### config.mk
export PLATFORM = sky130hd
export DESIGN_NAME = bcd_counter_n
export DESIGN_NICKNAME = d
export VERILOG_FILES = /design/src/rtl/bcd_counter_n.sv
export SDC_FILE = /design/constraint.sdc
export NUM_CORES = 1
export LEC_CHECK = 0
export CAP_MARGIN = 40
export CORE_ASPECT_RATIO = 2
export CORE_MARGIN = 5
export CORE_UTILIZATION = 59
export DETAILED_ROUTE_END_ITERATION = 8
export PLACE_DENSITY = 0.81
export SKIP_LAST_GASP = 1
export SYNTH_ARGS = -nofsm -noshare
export SYNTH_HDL_FRONTEND = slang
export SYNTH_SLANG_ARGS = --single-unit
### constraint.sdc
create_clock -name clk -period 9.5 [get_ports clk]
set_input_delay 0.95 -clock clk [delete_from_list [all_inputs] [get_ports clk]]
set_output_delay 0.95 -clock clk [all_outputs]
set_load 0.01 [all_outputs]
### src/rtl/bcd_counter_n.sv
// ---------------------------------------------------------------------------
// bcd_counter_n
//
// N-digit packed-BCD up/down counter for the TM1638 display digit path.
// Each enabled cycle the count moves by 10^step_idx, either wrapping modulo
// 10^DIGITS or saturating at 0 / all nines, and "wrap" pulses whenever a
// step crosses a range limit. A binary value can be preloaded through an
// iterative double-dabble converter (BIN_W shift cycles plus one commit
// cycle) behind a valid/ready handshake.
//
// Ports:
//   clk         system clock, rising edge
//   rst         synchronous reset, active-high
//   en          count enable, one step per cycle
//   up          1 = increment, 0 = decrement
//   step_idx    step size is 10^step_idx (no-op when >= DIGITS)
//   sat_mode    1 = saturate at the limits, 0 = wrap
//   load_valid  binary preload request
//   load_ready  converter idle, preload can be accepted
//   bin_in      binary preload value
//   bcd_out     current count, digit 0 in bits [3:0]
//   wrap        one-cycle pulse, step crossed a range limit
//   done        one-cycle pulse, preload committed
//   load_err    one-cycle pulse with done, preload value out of range
//   blank       (only with BCD_COUNTER_BLANK_EN) leading-zero blanking mask
//
// Optional feature macro: BCD_COUNTER_BLANK_EN
// ---------------------------------------------------------------------------
module bcd_counter_n #(
    parameter int DIGITS = 4,
    parameter int BIN_W  = 14,
    parameter int STEP_W = 2
) (
    input  logic                  clk,
    input  logic                  rst,
    input  logic                  en,
    input  logic                  up,
    input  logic [STEP_W-1:0]     step_idx,
    input  logic                  sat_mode,
    input  logic                  load_valid,
    output logic                  load_ready,
    input  logic [BIN_W-1:0]      bin_in,
    output logic [4*DIGITS-1:0]   bcd_out,
    output logic                  wrap,
    output logic                  done,
`ifdef BCD_COUNTER_BLANK_EN
    output logic [DIGITS-1:0]     blank,
`endif
    output logic                  load_err
);

    // Number of decimal digits needed to hold 2^w - 1.
    function automatic int dec_digits(input int w);
        longint unsigned v;
        int n;
        v = (64'd1 << w) - 64'd1;
        n = 1;
        v = v / 10;
        while (v != 0) begin
            n = n + 1;
            v = v / 10;
        end
        return n;
    endfunction

    localparam int SCR_N = dec_digits(BIN_W);
    localparam int SW    = 4 * SCR_N;
    localparam int BW    = 4 * DIGITS;
    localparam int EXT_N = (SCR_N > DIGITS) ? SCR_N : DIGITS;
    localparam int CNT_W = (BIN_W > 1) ? $clog2(BIN_W) : 1;
    localparam logic [BW-1:0] ALL_NINES = {DIGITS{4'h9}};

    typedef enum logic [1:0] {
        IDLE,
        CONV,
        COMMIT
    } state_t;

    state_t             state;
    state_t             state_nxt;
    logic               accept;

    logic [BIN_W-1:0]   bin_sr;
    logic [SW-1:0]      scratch;
    logic [SW-1:0]      scr_adj;
    logic [4*EXT_N-1:0] scr_ext;
    logic [CNT_W-1:0]   bit_cnt;
    logic               over_range;
    logic [BW-1:0]      commit_val;

    logic [BW-1:0]      step_res;
    logic               step_ok;
    logic               step_cross;
    logic [4:0]         dig_t;
    logic               inc_b;
    logic               carry_b;

    logic [BW-1:0]      bcd_nxt;
    logic               wrap_nxt;
    logic               done_nxt;
    logic               err_nxt;

    assign accept = load_valid && load_ready;

    // State register of the preload FSM; reset aborts any conversion.
    always_ff @(posedge clk) begin
        if (rst) begin
            state <= IDLE;
        end else begin
            state <= state_nxt;
        end
    end

    // Next-state logic: IDLE -> CONV on an accepted preload, BIN_W shift
    // cycles in CONV, then a single COMMIT cycle back to IDLE.
    always_comb begin
        state_nxt = state;
        case (state)
            IDLE:    if (load_valid) state_nxt = CONV;
            CONV:    if (bit_cnt == CNT_W'(BIN_W - 1)) state_nxt = COMMIT;
            COMMIT:  state_nxt = IDLE;
            default: state_nxt = IDLE;
        endcase
    end

    // FSM outputs.
    always_comb begin
        load_ready = (state == IDLE);
    end

    // Double-dabble correction: every nibble >= 5 gets +3 before the shift.
    always_comb begin
        scr_adj = scratch;
        for (int i = 0; i < SCR_N; i++) begin
            if (scratch[4*i +: 4] >= 4'd5) begin
                scr_adj[4*i +: 4] = scratch[4*i +: 4] + 4'd3;
            end
        end
    end

    // Commit value: the scratch register is widened to at least DIGITS
    // nibbles so that both narrow and wide converters index safely; any
    // nonzero nibble above the display range forces all nines.
    always_comb begin
        scr_ext          = '0;
        scr_ext[SW-1:0]  = scratch;
        over_range       = 1'b0;
        for (int i = DIGITS; i < EXT_N; i++) begin
            if (scr_ext[4*i +: 4] != 4'd0) begin
                over_range = 1'b1;
            end
        end
        commit_val = over_range ? ALL_NINES : scr_ext[BW-1:0];
    end

    // Decimal step: add or subtract a single 1 at digit step_idx and ripple
    // the carry/borrow through all digits. A carry or borrow out of the top
    // digit is exactly a range crossing; the rippled result is already the
    // wrapped value, saturation replaces it with the limit.
    always_comb begin
        step_res = bcd_out;
        step_ok  = (int'(step_idx) < DIGITS);
        carry_b  = 1'b0;
        dig_t    = 5'd0;
        inc_b    = 1'b0;
        for (int i = 0; i < DIGITS; i++) begin
            inc_b = (i == int'(step_idx));
            if (up) begin
                dig_t = {1'b0, bcd_out[4*i +: 4]} + {4'd0, inc_b} + {4'd0, carry_b};
                if (dig_t > 5'd9) begin
                    dig_t   = dig_t - 5'd10;
                    carry_b = 1'b1;
                end else begin
                    carry_b = 1'b0;
                end
            end else begin
                dig_t = {1'b0, bcd_out[4*i +: 4]} - {4'd0, inc_b} - {4'd0, carry_b};
                if (dig_t[4]) begin
                    dig_t   = dig_t + 5'd10;
                    carry_b = 1'b1;
                end else begin
                    carry_b = 1'b0;
                end
            end
            step_res[4*i +: 4] = dig_t[3:0];
        end
        step_cross = carry_b;
        if (carry_b && sat_mode) begin
            step_res = up ? ALL_NINES : '0;
        end
    end

    // Next display value and event pulses. Counting only happens in IDLE
    // when no preload is being accepted on the same edge.
    always_comb begin
        bcd_nxt  = bcd_out;
        wrap_nxt = 1'b0;
        done_nxt = 1'b0;
        err_nxt  = 1'b0;
        case (state)
            IDLE: begin
                if (!accept && en && step_ok) begin
                    bcd_nxt  = step_res;
                    wrap_nxt = step_cross;
                end
            end
            COMMIT: begin
                bcd_nxt  = commit_val;
                done_nxt = 1'b1;
                err_nxt  = over_range;
            end
            default: ;
        endcase
    end

    // Count register, event pulses and converter datapath.
    always_ff @(posedge clk) begin
        if (rst) begin
            bcd_out  <= '0;
            wrap     <= 1'b0;
            done     <= 1'b0;
            load_err <= 1'b0;
            bin_sr   <= '0;
            scratch  <= '0;
            bit_cnt  <= '0;
        end else begin
            bcd_out  <= bcd_nxt;
            wrap     <= wrap_nxt;
            done     <= done_nxt;
            load_err <= err_nxt;
            case (state)
                IDLE: begin
                    if (accept) begin
                        bin_sr  <= bin_in;
                        scratch <= '0;
                        bit_cnt <= '0;
                    end
                end
                CONV: begin
                    scratch <= SW'({scr_adj, bin_sr[BIN_W-1]});
                    bin_sr  <= bin_sr << 1;
                    bit_cnt <= bit_cnt + CNT_W'(1);
                end
                default: ;
            endcase
        end
    end

`ifdef BCD_COUNTER_BLANK_EN
    logic [DIGITS-1:0] blank_nxt;
    logic              zero_above;

    // Leading-zero mask computed from the value about to be registered, so
    // it changes on the same edge as bcd_out. Digit 0 is never blanked.
    always_comb begin
        blank_nxt  = '0;
        zero_above = 1'b1;
        for (int i = DIGITS - 1; i >= 1; i--) begin
            zero_above   = zero_above && (bcd_nxt[4*i +: 4] == 4'd0);
            blank_nxt[i] = zero_above;
        end
    end

    // Blank register; reset value matches a count of zero.
    always_ff @(posedge clk) begin
        if (rst) begin
            blank <= ~DIGITS'(1);
        end else begin
            blank <= blank_nxt;
        end
    end
`endif

endmodule

Word level (Yosys, flattened, before mapping)
Cells that the tools add are included.
{"block": "op_classes", "eq_ne": 10, "bitwise": 3, "order_cmp": 9, "n_reduce_logical": 14, "add_sub_neg": 28, "n_mux": 45}
{"cell": "$mux W4", "count": 17}
{"cell": "$mux W16", "count": 4}
{"cell": "$pmux W20 S2", "count": 1}
{"cell": "$pmux W16 S2", "count": 1}
{"cell": "$pmux W14 S2", "count": 1}
{"cell": "$add A4 B1 Y5", "count": 4}
{"cell": "$ge A4 B3 Y1 const B", "count": 5}
{"cell": "$gt A5 B4 Y1 const B", "count": 4}
{"cell": "$mux W20", "count": 1}
{"cell": "$sub A4 B1 Y5", "count": 4}
{"cell": "$add A4 B2 Y4 const B", "count": 4}
{"cell": "$add A4 B4 Y4 const B", "count": 4}
{"cell": "$sub A4 B4 Y4 const B", "count": 4}
{"cell": "$add A5 B1 Y5", "count": 3}
{"cell": "$sub A5 B1 Y5", "count": 3}
{"cell": "$mux W1", "count": 14}
{"cell": "$mux W14", "count": 1}
{"cell": "$pmux W4 S2", "count": 1}
{"cell": "$reduce_and A2 Y1", "count": 3}
{"cell": "$add A4 B1 Y4 const B", "count": 1}
{"cell": "$eq A2 B2 Y1 const A", "count": 2}
{"cell": "$eq A4 B4 Y1 const B", "count": 1}
{"cell": "$logic_not A2 Y1", "count": 2}
{"cell": "$mux W2", "count": 2}
{"cell": "15 further kinds", "count": 22}
{"block": "word_totals", "regBits": 59, "out_inout_bits": 20}

Depth between registers and ports, before layout
Gate-level depths: netlist of the first run.
{"block": "logic_depth", "word_depth": 21, "depth_mapped": 33, "mapped_depth_nobuf": 31}

Least setup slack after synthesis of the first run
No wires, ideal clock.
{"block": "synth_timing", "path_type": "input-to-reg", "startpoint": "input port step_idx[1]", "endpoint": "register bcd_out[4]", "stages": 31, "arrival_time_ps": 6929, "path_buffers": 1, "path_slack_ps": 2484, "cell_sequence": "nor2_1 > ha_1 > ha_1 > clkbuf_1 > a21oi_1 > o32a_1 > a31oi_1 > fa_1 > inv_1 > ha_1 > or2_2 > a21oi_1 > nor3_1 > a21oi_1 > fa_1 > inv_1 > ha_1 > or2_2 > a21oi_1 > nor3_1 > a21oi_1 > fa_1 > inv_1 > ha_1 > xnor2_4 > ha_1 > a21boi_0 > mux2_4 > a21oi_4 > nand3_1 > a221oi_2"}
{"block": "synth_between", "elab_chain_len": 21, "word_cells_on_any_way": 43}
{"element": "start: declaration", "line_no": "38", "text": "input logic [STEP_W-1:0] step_idx,"}
{"element": "$logic_not A2 Y1", "line_no": "167", "text": "inc_b = (i == int'(step_idx));"}
{"element": "$add A4 B1 Y5", "line_no": "169", "text": "dig_t = {1'b0, bcd_out[4*i +: 4]} + {4'd0, inc_b} + {4'd0, carry_b};"}
{"element": "$gt A5 B4 Y1", "line_no": "170", "text": "if (dig_t > 5'd9) begin"}
{"element": "$mux W1", "line_no": "170"}
{"element": "$mux W1", "line_no": "168", "text": "if (up) begin"}
{"element": "$add A5 B1 Y5", "line_no": "169"}
{"element": "$gt A5 B4 Y1", "line_no": "170"}
{"element": "$mux W1", "line_no": "170"}
{"element": "[... 5 more ...]"}
{"element": "$add A5 B1 Y5", "line_no": "169"}
{"element": "$gt A5 B4 Y1", "line_no": "170"}
{"element": "$mux W1", "line_no": "170"}
{"element": "$mux W1", "line_no": "168"}
{"element": "$logic_and A1 B1 Y1", "line_no": "188", "text": "if (carry_b && sat_mode) begin"}
{"element": "$mux W16 (*)", "line_no": "188"}
{"element": "$mux W16 (*)", "line_no": "202", "text": "if (!accept && en && step_ok) begin"}
{"element": "$pmux W16 S2 (*)", "line_no": "200", "text": "case (state)"}
{"element": "end signal: assignment", "line_no": "227", "text": "bcd_out <= bcd_nxt;"}
{"element": "end: declaration", "line_no": "43", "text": "output logic [4*DIGITS-1:0] bcd_out,"}
Every way passes the cells marked *; elsewhere a longest branch is shown, timed or not. The select of a mux whose other input is x is not followed.
A chain may end at the register's enable or synchronous reset.

Worst setup path after layout of the first run
{"block": "layout_timing", "startpoint": "input port step_idx[1]", "endpoint": "register bcd_out[15]"}
The elaborated chain is that of the path after synthesis.

==> reports/qor.yml, run 1 <==
yosys:
  yosys.area_share.simple: 0.213
  synthDistinctLibCells: 66
  synthMuxAreaShare: 0.0119
  synth_top_family_by_area: "compound AO/OA/AOI/OAI gates"
  synth.most_common_cell: "nor2_1"
  syn_nets: 676
  yosysTopAreaCell: "dfxtp_1"
  synth_async_sr_flop_share: 0
  ys.flop_type: "dfxtp_1"
  syn_area_sq_mm: 0.00473
  synthCells: 611
  synth-xor-area-share: 0.0559
  synth_area_leaders: "dfxtp_1, ha_1, nor2_1"
  synth_top_area_frac: 0.250
  synthAdderAreaFrac: 0.123
  avgSynthCellArea_sq_um: 7.73
  synth_compound_area_frac: 0.270
  synth_warnings: 0
  synth_edf_count: 0
  ys_ff_latch: 59
  yosys-top-cells-count: "nor2_1, dfxtp_1, inv_1"
  ys_seq_area_frac: 0.250
timing:
  timing.fmax_mhz: 124
  drv_slew: 0
  hold_violations: 0
  max_slew_margin: 0.483
  setup_tns_ns: 0
  finalSetupViolations: 0
  tightestPinTransition_ns: 0.755
  min_period_ns: 8.04
  rsz0062_at_grt: "no"
  hold_ws_ns: 0.467
  min_period_over_period: 0.846
  fin_skew_ns: 0.00847
  fin_ws_ns: 1.46
power_and_ir_drop:
  leakagePower_nw: 2.12
  p_per_area_mw_per_mm2: 138
  vdd_drop_max_uv: 139
  fin_total_pwr_uw: 744
worst_setup_path:
  regToRegSetupSlack_ns: 2.38
  cp_max_fo: 10
  r2r_end: "bcd_out[15]"
  worstSetupPathType: "in2reg"
  crit_path_end_kind: "flop"
  endpoint: "bcd_out[15]"
  path_common_cell: "ha_1"
  worstReg2RegStart: "bcd_out[0]"
  critPathSlowestCell: "clkdlybuf4s50_1"
  crit_start: "step_idx[1]"
  r2r_cells: 30
  slowest_delay_ns: 0.53
  critical_path_required_ns: 9.74
  crit_path_start_kind: "input pin"
  cp_data_arrival_time_ns: 8.27
cells_and_area:
  n_fill_cell: 655
  antenna_cells: 0
  area_growth_pct: 14.3
  final_layout_size_suffix_gt1_frac: 0.0631
  multi_input_area_sq_mm: 0.00319
  final_nets: 695
  ff_latch_area_sq_mm: 0.00118
  utilization: 0.685
floorplanning:
  fp.dieW_microns: 73.3
  fp-row-count: 46
  start_util: 0.599
  die-area_sq_mm: 0.0100
  chipHeight_microns: 137
  pin_count: 42
  core_region_area_sq_mm: 0.00789
grt:
  grt_pass1_wl_mm: 19.5
  grt_use_met1: 0.257
  grt_pass1_vias: 4225
  grt_use_met3: 0.0316
  gr-max-usage-layer: "met2"
  grt_use_met2: 0.443
  antenna_found_initial: 0
  grt_max_degree: 65
  grt.overflow.total: 0
  grt_usage: 0.244
placement:
  port_buffers: 41
  gp_congestion: 0.990
  place_hpwl_mm: 8.83
  pre_cts_ws_ns: 1.20
run_status:
  status: "finished, final reports clean"
clock_tree:
  htreeDepth: 3
  clkTransAtPathRegs_ns: 0.05
  post_cts_resized: 0
  cts_buffers: 9
  clk-insertion-delay-late_ns: 0.33
  clk_path_buf_depth: 2
  cts_tree: "yes"
  clkSinkCount: 59
  post_cts_buffers: 0
  ctsHoldBuffers: 0
  cts.root.buffer_cell: "clkbuf_16"
route:
  vias: 4502
  firstDrtPassIters: 5
  wire_per_inst_microns: 16.1
  finalWirelength_mm: 11.7
  vias_per_cell: 6.17
  ant_nets: 0
  drc_errors: 0
  drt_iter0_drc: 312
hold_path:
  worstHoldPathType: "reg2reg"
run:
  max_cap_violations: 0
==> cell usage in the layout (no fill, tap or decap), types with 9 or more instances in the layout <==
master,n
a21oi_1,45
o21ai_0,32
xor2_1,9
nand2_1,32
o211ai_1,13
a22oi_1,14
clkbuf_16,9
nand3_1,13
nor3_1,33
clkdlybuf4s50_1,40
inv_1,47
a2bb2oi_1,11
nand2b_1,21
xnor2_1,18
nor2_1,71
dfxtp_1,59
ha_1,37
==> stage by stage <==
step | cells | instance area (sq um)
2_1_floorplan | 611 | 4730
3_3_place_gp | 714 | 5130
3_5_place_dp | 715 | 5140
4_1_cts | 730 | 5400
5_1_grt | 730 | 5400
6_report | 730 | 5400
==> flip-flops by register name, indices dropped and copies added (netlist names) <==
register	count
state	2
bcd_out	16
scr_ext	20
done	1
bin_sr	14
bit_cnt	4
load_err	1
wrap	1
==> power breakdown <==
group          total, mW  internal [mW]  switching, mW  leakage (nW)
registers          0.277          0.259         0.0179         0.481
clock network      0.284          0.180          0.104         0.132
logic              0.183         0.0810          0.101          1.51
==> worst min path at each step <==
stage	startpoint	end	slack (ns)	depth (start not counted)
after global routing	bin_sr[4]	bin_sr[4]	0.50	2
after global placement	bin_sr[4]	bin_sr[4]	0.45	2
final	bin_sr[4]	bin_sr[4]	0.47	2
after floorplan	bin_sr[4]	bin_sr[4]	0.44	2
after detailed placement	bin_sr[4]	bin_sr[4]	0.46	2
after CTS	bin_sr[4]	bin_sr[4]	0.47	2
==> per-layer routing <==
layer	vias up	part of all wire
met5	-	0
met4	0	0.043
met3	36	0.032
met2	112	0.55
met1	2135	0.38
li1	2219	-
==> area by class of cell <==
type	count	share of cell area
multi-input combinational	461	0.590
sequential	59	0.219
timing repair buffer	49	0.0862
clock buffer	12	0.0456
inverter	50	0.0347
tap	96	0.0222
clock inverter	3	0.00278
==> critical path, delay by kind of cell <==
family                   cells  cell delay [ns]
AO/OA/AOI/OAI               10             2.11
XOR/XNOR                     1             0.26
adder cells (fa/ha/maj)      9             2.71
buffers and inverters        5             0.81
multiplexers                 1             0.33
AND/OR/NAND/NOR              6             1.08
==> cell families (layout without fill, tap and decap cells) <==
| kind of cell | Yosys count | count (layout) |
|---|---|---|
| compound gates | 181 | 181 |
| mux | 5 | 5 |
| buf+inv | 91 | 114 |
| fa+ha+maj | 43 | 43 |
| xor+xnor | 28 | 28 |
| simple gates | 204 | 204 |
| flops | 59 | 59 |
Note: power is estimated with default switching activity, not from simulation.
==> run 2, diff against run 1 <==
CORE_UTILIZATION = 53   (was 59)
PLACE_DENSITY = 0.77   (was 0.81)
clock period = 7 ns   (was 9.5 ns; I/O delays follow)
==> run 2 against run 1 <==
Against the previous run: combinational power is 52% higher; register-to-register slack worse by 1.5 ns; sequential power is 36% higher; largest power group unchanged; clock power is 77% higher; final area is 8.5% higher; hold slack worse by 0.0029 ns.
==> reports/qor.yml, run 2 (synthesis gave the netlist of run 1 again) <==
worst_setup_path:
  critical_path_required_ns: 7.24  # -2.50 ns
  slowest_delay_ns: 0.50  # -0.03 ns
  worstReg2RegStart: "bcd_out[0]"
  crit_path_start_kind: "input pin"
  cp_max_fo: 10  # unchanged
  r2r_cells: 31  # +3.3%
  regToRegSetupSlack_ns: 0.84  # -1.54 ns
  path_common_cell: "inv_1"
  crit_path_end_kind: "flop"
  critPathSlowestCell: "clkdlybuf4s50_1"
  r2r_end: "bcd_out[15]"
  cp_data_arrival_time_ns: 6.95  # -1.32 ns
  worstSetupPathType: "in2reg"
clock_tree:
  ctsHoldBuffers: 0  # unchanged
  clkTransAtPathRegs_ns: 0.05  # about the same
  cts.root.buffer_cell: "clkbuf_16"
  cts_tree: "yes"
  htreeDepth: 3  # unchanged
  clkSinkCount: 59  # unchanged
  clk-insertion-delay-late_ns: 0.33  # about the same
  clk_path_buf_depth: 2  # unchanged
  cts_buffers: 9  # unchanged
floorplanning:
  fp.dieW_microns: 76.8  # +4.8%
  pin_count: 42  # unchanged
  core_region_area_sq_mm: 0.00871  # +10%
  start_util: 0.543  # -0.0567
  fp-row-count: 48  # +4.3%
  die-area_sq_mm: 0.0110  # +10%
  chipHeight_microns: 144  # +5.1%
timing:
  drv_slew: 0  # unchanged
  fin_skew_ns: 0.00506  # -0.00341 ns
  setup_tns_ns: 0  # unchanged
  hold_violations: 0  # unchanged
  timing.fmax_mhz: 149
  min_period_ns: 6.72
  min_period_over_period: 0.960
  finalSetupViolations: 0  # unchanged
  max_slew_margin: 0.324  # -0.159
  tightestPinTransition_ns: 0.988  # +0.232 ns
route:
  wire_per_inst_microns: 16.4  # +1.9%
  vias_per_cell: 6.08  # -1.3%
  drt_iter0_drc: 237  # -24%
  finalWirelength_mm: 12.7  # +7.9%
  drc_errors: 0  # unchanged
  firstDrtPassIters: 5  # unchanged
  highest_layer: "met4"
  dr_wl_met3_microns: 433  # +15%
  ant_nets: 0  # unchanged
  wl_met1_mm: 4.64  # +4.6%
  vias: 4703  # +4.5%
  dr_wl_met2_mm: 6.96  # +8.3%
power_and_ir_drop:
  fin_total_pwr_mw: 1.16  # +56%
  leakagePower_nw: 2.35  # +11%
  vdd_drop_max_uv: 254  # +83%
  p_per_area_mw_per_mm2: 198  # +44%
cells_and_area:
  n_fill_cell: 742  # +13%
  largest_reg_flops: 20  # unchanged
  final_nets: 733  # +5.5%
  final_layout_size_suffix_gt1_frac: 0.141  # +0.0781
  ff_latch_area_sq_mm: 0.00118  # unchanged
  antenna_cells: 0  # unchanged
  layout_common_cells: "nor2_1, dfxtp_1, inv_1"
  multi_input_area_sq_mm: 0.00326  # +2.4%
  layout_commonest_cell: "nor2_1"
  area_growth_pct: 24.0
hold_path:
  whs_endpoint: "bin_sr[4]"
  worstHoldPathType: "reg2reg"
  hold_start: "bin_sr[4]"
  hold_depth: 2  # unchanged
placement:
  gp_congestion: 0.963  # -2.8%
  place_hpwl_mm: 9.58  # +8.5%
  port_buffers: 41  # unchanged
grt:
  grt_usage: 0.231  # -0.0138
  grt_pass1_wl_mm: 21.0  # +7.8%
  grt.overflow.total: 0  # unchanged
  grt_pass1_vias: 4734  # +12%
  antenna_found_initial: 0  # unchanged
  grt_max_degree: 65  # unchanged
run:
  max_cap_violations: 0  # unchanged
run_status:
  status: "finished, final reports clean"
## run 2: per-stage QoR
step | worst slack (ns) | utilization | hold WS, ns | cells | area, sq um
after detailed placement | -0.377 | 0.625 | 0.461 | 757 | 5440
after global placement | -0.111 | 0.625 | 0.450 | 757 | 5440
after floorplan | 0.234 | - | 0.437 | 611 | 4730
final | 0.281 | 0.673 | 0.464 | 773 | 5860
after global routing | -0.0106 | 0.673 | 0.490 | 773 | 5860
after CTS | 0.0189 | 0.665 | 0.469 | 773 | 5790
## run 2: power breakdown
group / switching [mW] / total, mW / internal (mW)
logic: 0.148 / 0.279 / 0.132
clock network: 0.147 / 0.503 / 0.355
registers: 0.0259 / 0.378 / 0.352
total: 0.321 / 1.16 / 0.839
## run 2: timing repair
item                       4_1_cts  5_1_grt
setup buffers                    0        0
pin swaps                        1        2
gates resized for setup          3       16
setup endpoints to repair       14       17
## run 2: area by class of cell
cell class,count,share of cell area
multi-input combinational,461,0.556
sequential,59,0.202
timing repair buffer,87,0.130
clock buffer,11,0.0414
inverter,50,0.0320
tap,100,0.0213
clock inverter,5,0.0171
## run 2: how the worst max path moves through the flow
stage / from / end / slack, ns / cells past startpoint
floorplan: step_idx[1] / bcd_out[4] / 0.23 / 31
global placement: step_idx[1] / bcd_out[15] / -0.11 / 33
detailed placement: step_idx[1] / bcd_out[15] / -0.38 / 33
CTS: step_idx[1] / bcd_out[15] / 0.02 / 33
global route: step_idx[1] / bcd_out[15] / -0.01 / 33
finish: step_idx[1] / bcd_out[15] / 0.28 / 33
## run 2: metal layers
layer  GRT usage  vias up
li1            -     2288
met1       0.215     2261
met2       0.450      112
met3      0.0420       42
met4       0.142        0
met5           0        -
## run 2: critical path, delay by kind of cell
kind,cells,cell delay (ns)
adders and majority gates,9,2.48
AOI/OAI and AO/OA,10,1.51
buffers and inverters,6,0.94
xor gates and xnor gates,1,0.12
muxes,1,0.32
and+or+nand+nor,6,0.91
==> run 3, diff against run 2 <==
GPL_ROUTABILITY_DRIVEN = 0   (was not set)
==> run 3 against run 2 <==
Against the previous run: clock power fell by 24%; count of clock-buffer cells in the layout rose by 1; clock skew barely moved; register-to-register slack improved by 0.04 ns; wire length fell by 0.88%; non-clock buffer count rose by 1; highest routed layer unchanged.
==> reports/qor.yml, run 3 (synthesis gave the netlist of run 1 again) <==
worst_setup_path:
  r2r_end: "bcd_out[4]"
  cp_max_fo: 7  # -3
  r2r_cells: 30  # -3.2%
  slowest_delay_ns: 0.50  # about the same
  worstReg2RegStart: "bcd_out[0]"
  path_common_cell: "a21oi_2"
  cp_data_arrival_time_ns: 6.88  # -0.07 ns
  regToRegSetupSlack_ns: 0.88  # +0.04 ns
  crit_path_end_kind: "flop"
  crit_path_start_kind: "input pin"
  critPathSlowestCell: "clkdlybuf4s50_1"
  critical_path_required_ns: 7.17  # -0.07 ns
  worstSetupPathType: "in2reg"
route:
  drc_errors: 0  # unchanged
  firstDrtPassIters: 4  # -1
  dr_wl_met3_microns: 409  # -5.5%
  ant_nets: 0  # unchanged
  finalWirelength_mm: 12.6  # -0.88%
  wire_per_inst_microns: 16.2  # -0.88%
  vias: 4712  # +0.19%
  vias_per_cell: 6.10  # +0.19%
  highest_layer: "met4"
  drt_iter0_drc: 223  # -5.9%
  dr_wl_met2_mm: 7.02  # +0.92%
  wl_met1_mm: 4.65  # +0.15%
cells_and_area:
  largest_reg_flops: 20  # unchanged
  final_nets: 734  # +0.14%
  ff_latch_area_sq_mm: 0.00118  # unchanged
  final_cells: 773  # unchanged
  final_layout_size_suffix_gt1_frac: 0.143  # +0.00149
  area_growth_pct: 22.6
  utilization: 0.665  # -0.00761
  layout_commonest_cell: "nor2_1"
  layout_common_cells: "nor2_1, dfxtp_1, inv_1"
  antenna_cells: 0  # unchanged
  multi_input_area_sq_mm: 0.00327  # +0.23%
  n_fill_cell: 720  # -3.0%
timing:
  finalSetupViolations: 0  # unchanged
  fin_skew_ns: 0.00551  # +0.000446 ns
  drv_slew: 0  # unchanged
  hold_ws_ns: 0.474  # +0.00966 ns
  max_slew_margin: 0.366  # +0.0418
  timing.fmax_mhz: 149  # about the same
  tightestPinTransition_ns: 0.927  # -0.0611 ns
  min_period_over_period: 0.959  # about the same
  min_period_ns: 6.71  # -0.00657 ns
  hold_violations: 0  # unchanged
hold_path:
  whs_endpoint: "bin_sr[4]"
  hold_depth: 2  # unchanged
  worstHoldPathType: "reg2reg"
  hold_start: "bin_sr[4]"
floorplanning:
  start_util: 0.543  # unchanged
  fp.dieW_microns: 76.8  # unchanged
  die-area_sq_mm: 0.0110  # unchanged
  pin_count: 42  # unchanged
  core_region_area_sq_mm: 0.00871  # unchanged
  chipHeight_microns: 144  # unchanged
  fp-row-count: 48  # unchanged
grt:
  antenna_found_initial: 0  # unchanged
  grt_pass1_wl_mm: 21.4  # +2.1%
  grt.overflow.total: 0  # unchanged
  grt_usage: 0.233  # +0.00205
  grt_pass1_vias: 4813  # +1.7%
  grt_max_degree: 65  # unchanged
placement:
  place_hpwl_mm: 9.52  # -0.69%
  place_inst: 757  # unchanged
  port_buffers: 41  # unchanged
run_status:
  status: "finished, final reports clean"
clock_tree:
  clk-insertion-delay-late_ns: 0.32  # about the same
  cts_buffers: 9  # unchanged
  clk_path_buf_depth: 2  # unchanged
  clkSinkCount: 59  # unchanged
  htreeDepth: 3  # unchanged
  cts.root.buffer_cell: "clkbuf_16"
  cts_tree: "yes"
  clkTransAtPathRegs_ns: 0.05  # about the same
  ctsHoldBuffers: 0  # unchanged
power_and_ir_drop:
  seq_power_share: 0.362  # +0.036
  comb_power_share: 0.271  # +0.030
  p_sw_uw: 313  # -2.5%
  cellInternalPower_uw: 730  # -13%
  vdd_drop_max_uv: 171  # -33%
  p_per_area_mw_per_mm2: 180  # -9.0%
  clkPwrFrac: 0.368  # -0.066
  switching_share: 0.300  # +0.0232
  leakagePower_nw: 2.33  # -1.0%
run:
  max_cap_violations: 0  # unchanged
run 3: how the worst max path moves through the flow:
| stage | startpoint | endpoint | slack (ns) |
|---|---|---|---|
| floorplan | step_idx[1] | bcd_out[4] | 0.23 |
| global placement | step_idx[1] | bcd_out[15] | -0.07 |
| detailed placement | step_idx[1] | bcd_out[4] | -0.38 |
| CTS | step_idx[1] | bcd_out[15] | 0.006 |
| global route | step_idx[1] | bcd_out[4] | -0.05 |
| finish | step_idx[1] | bcd_out[4] | 0.29 |
run 3: worst max-delay path, delay by kind of cell:
family,cells,cell delay [ns]
xor+xnor,1,0.18
fa+ha+maj,9,2.25
compound gates,11,1.86
buf+inv,5,0.71
simple gates,5,0.83
mux,1,0.31
run 3: power by group through the flow:
stage          clock network, mW  logic [mW]  registers (mW)
4_1_cts                    0.392       0.271           0.376
2_1_floorplan                  0       0.185           0.372
6_report                   0.384       0.282           0.377
5_1_grt                    0.408       0.312           0.380
3_3_place_gp                   0       0.258           0.382
3_5_place_dp                   0       0.269           0.383
run 3: metal layers:
| metal | GRT usage | up-vias |
|---|---|---|
| met4 | 0.128 | 0 |
| met2 | 0.447 | 109 |
| met1 | 0.234 | 2273 |
| met3 | 0.0345 | 33 |
| met5 | 0 | - |
| li1 | - | 2297 |
run 3: through the flow:
step | power [mW] | area [sq um] | setup WS, ns | TNS, ns
finish | 1.04 | 5790 | 0.288 | 0
CTS | 1.04 | 5700 | 0.00609 | 0
global placement | 0.639 | 5440 | -0.0654 | -0.439
global route | 1.10 | 5790 | -0.0469 | -0.256
floorplan | 0.557 | 4730 | 0.234 | 0
detailed placement | 0.651 | 5440 | -0.385 | -5.42
run 3: repair_timing:
item | 4_1_cts | 5_1_grt
gates cloned | 0 | 0
pin swaps | 1 | 3
setup endpoints to repair | 8 | 17
setup buffers | 0 | 1
gates resized for setup | 1 | 22
run 3: cell type report:
type,instances,area share
timing repair buffer,88,0.133
inverter,50,0.0324
multi-input combinational,461,0.564
sequential,59,0.204
tap,100,0.0216
clock inverter,3,0.00259
clock buffer,12,0.0425
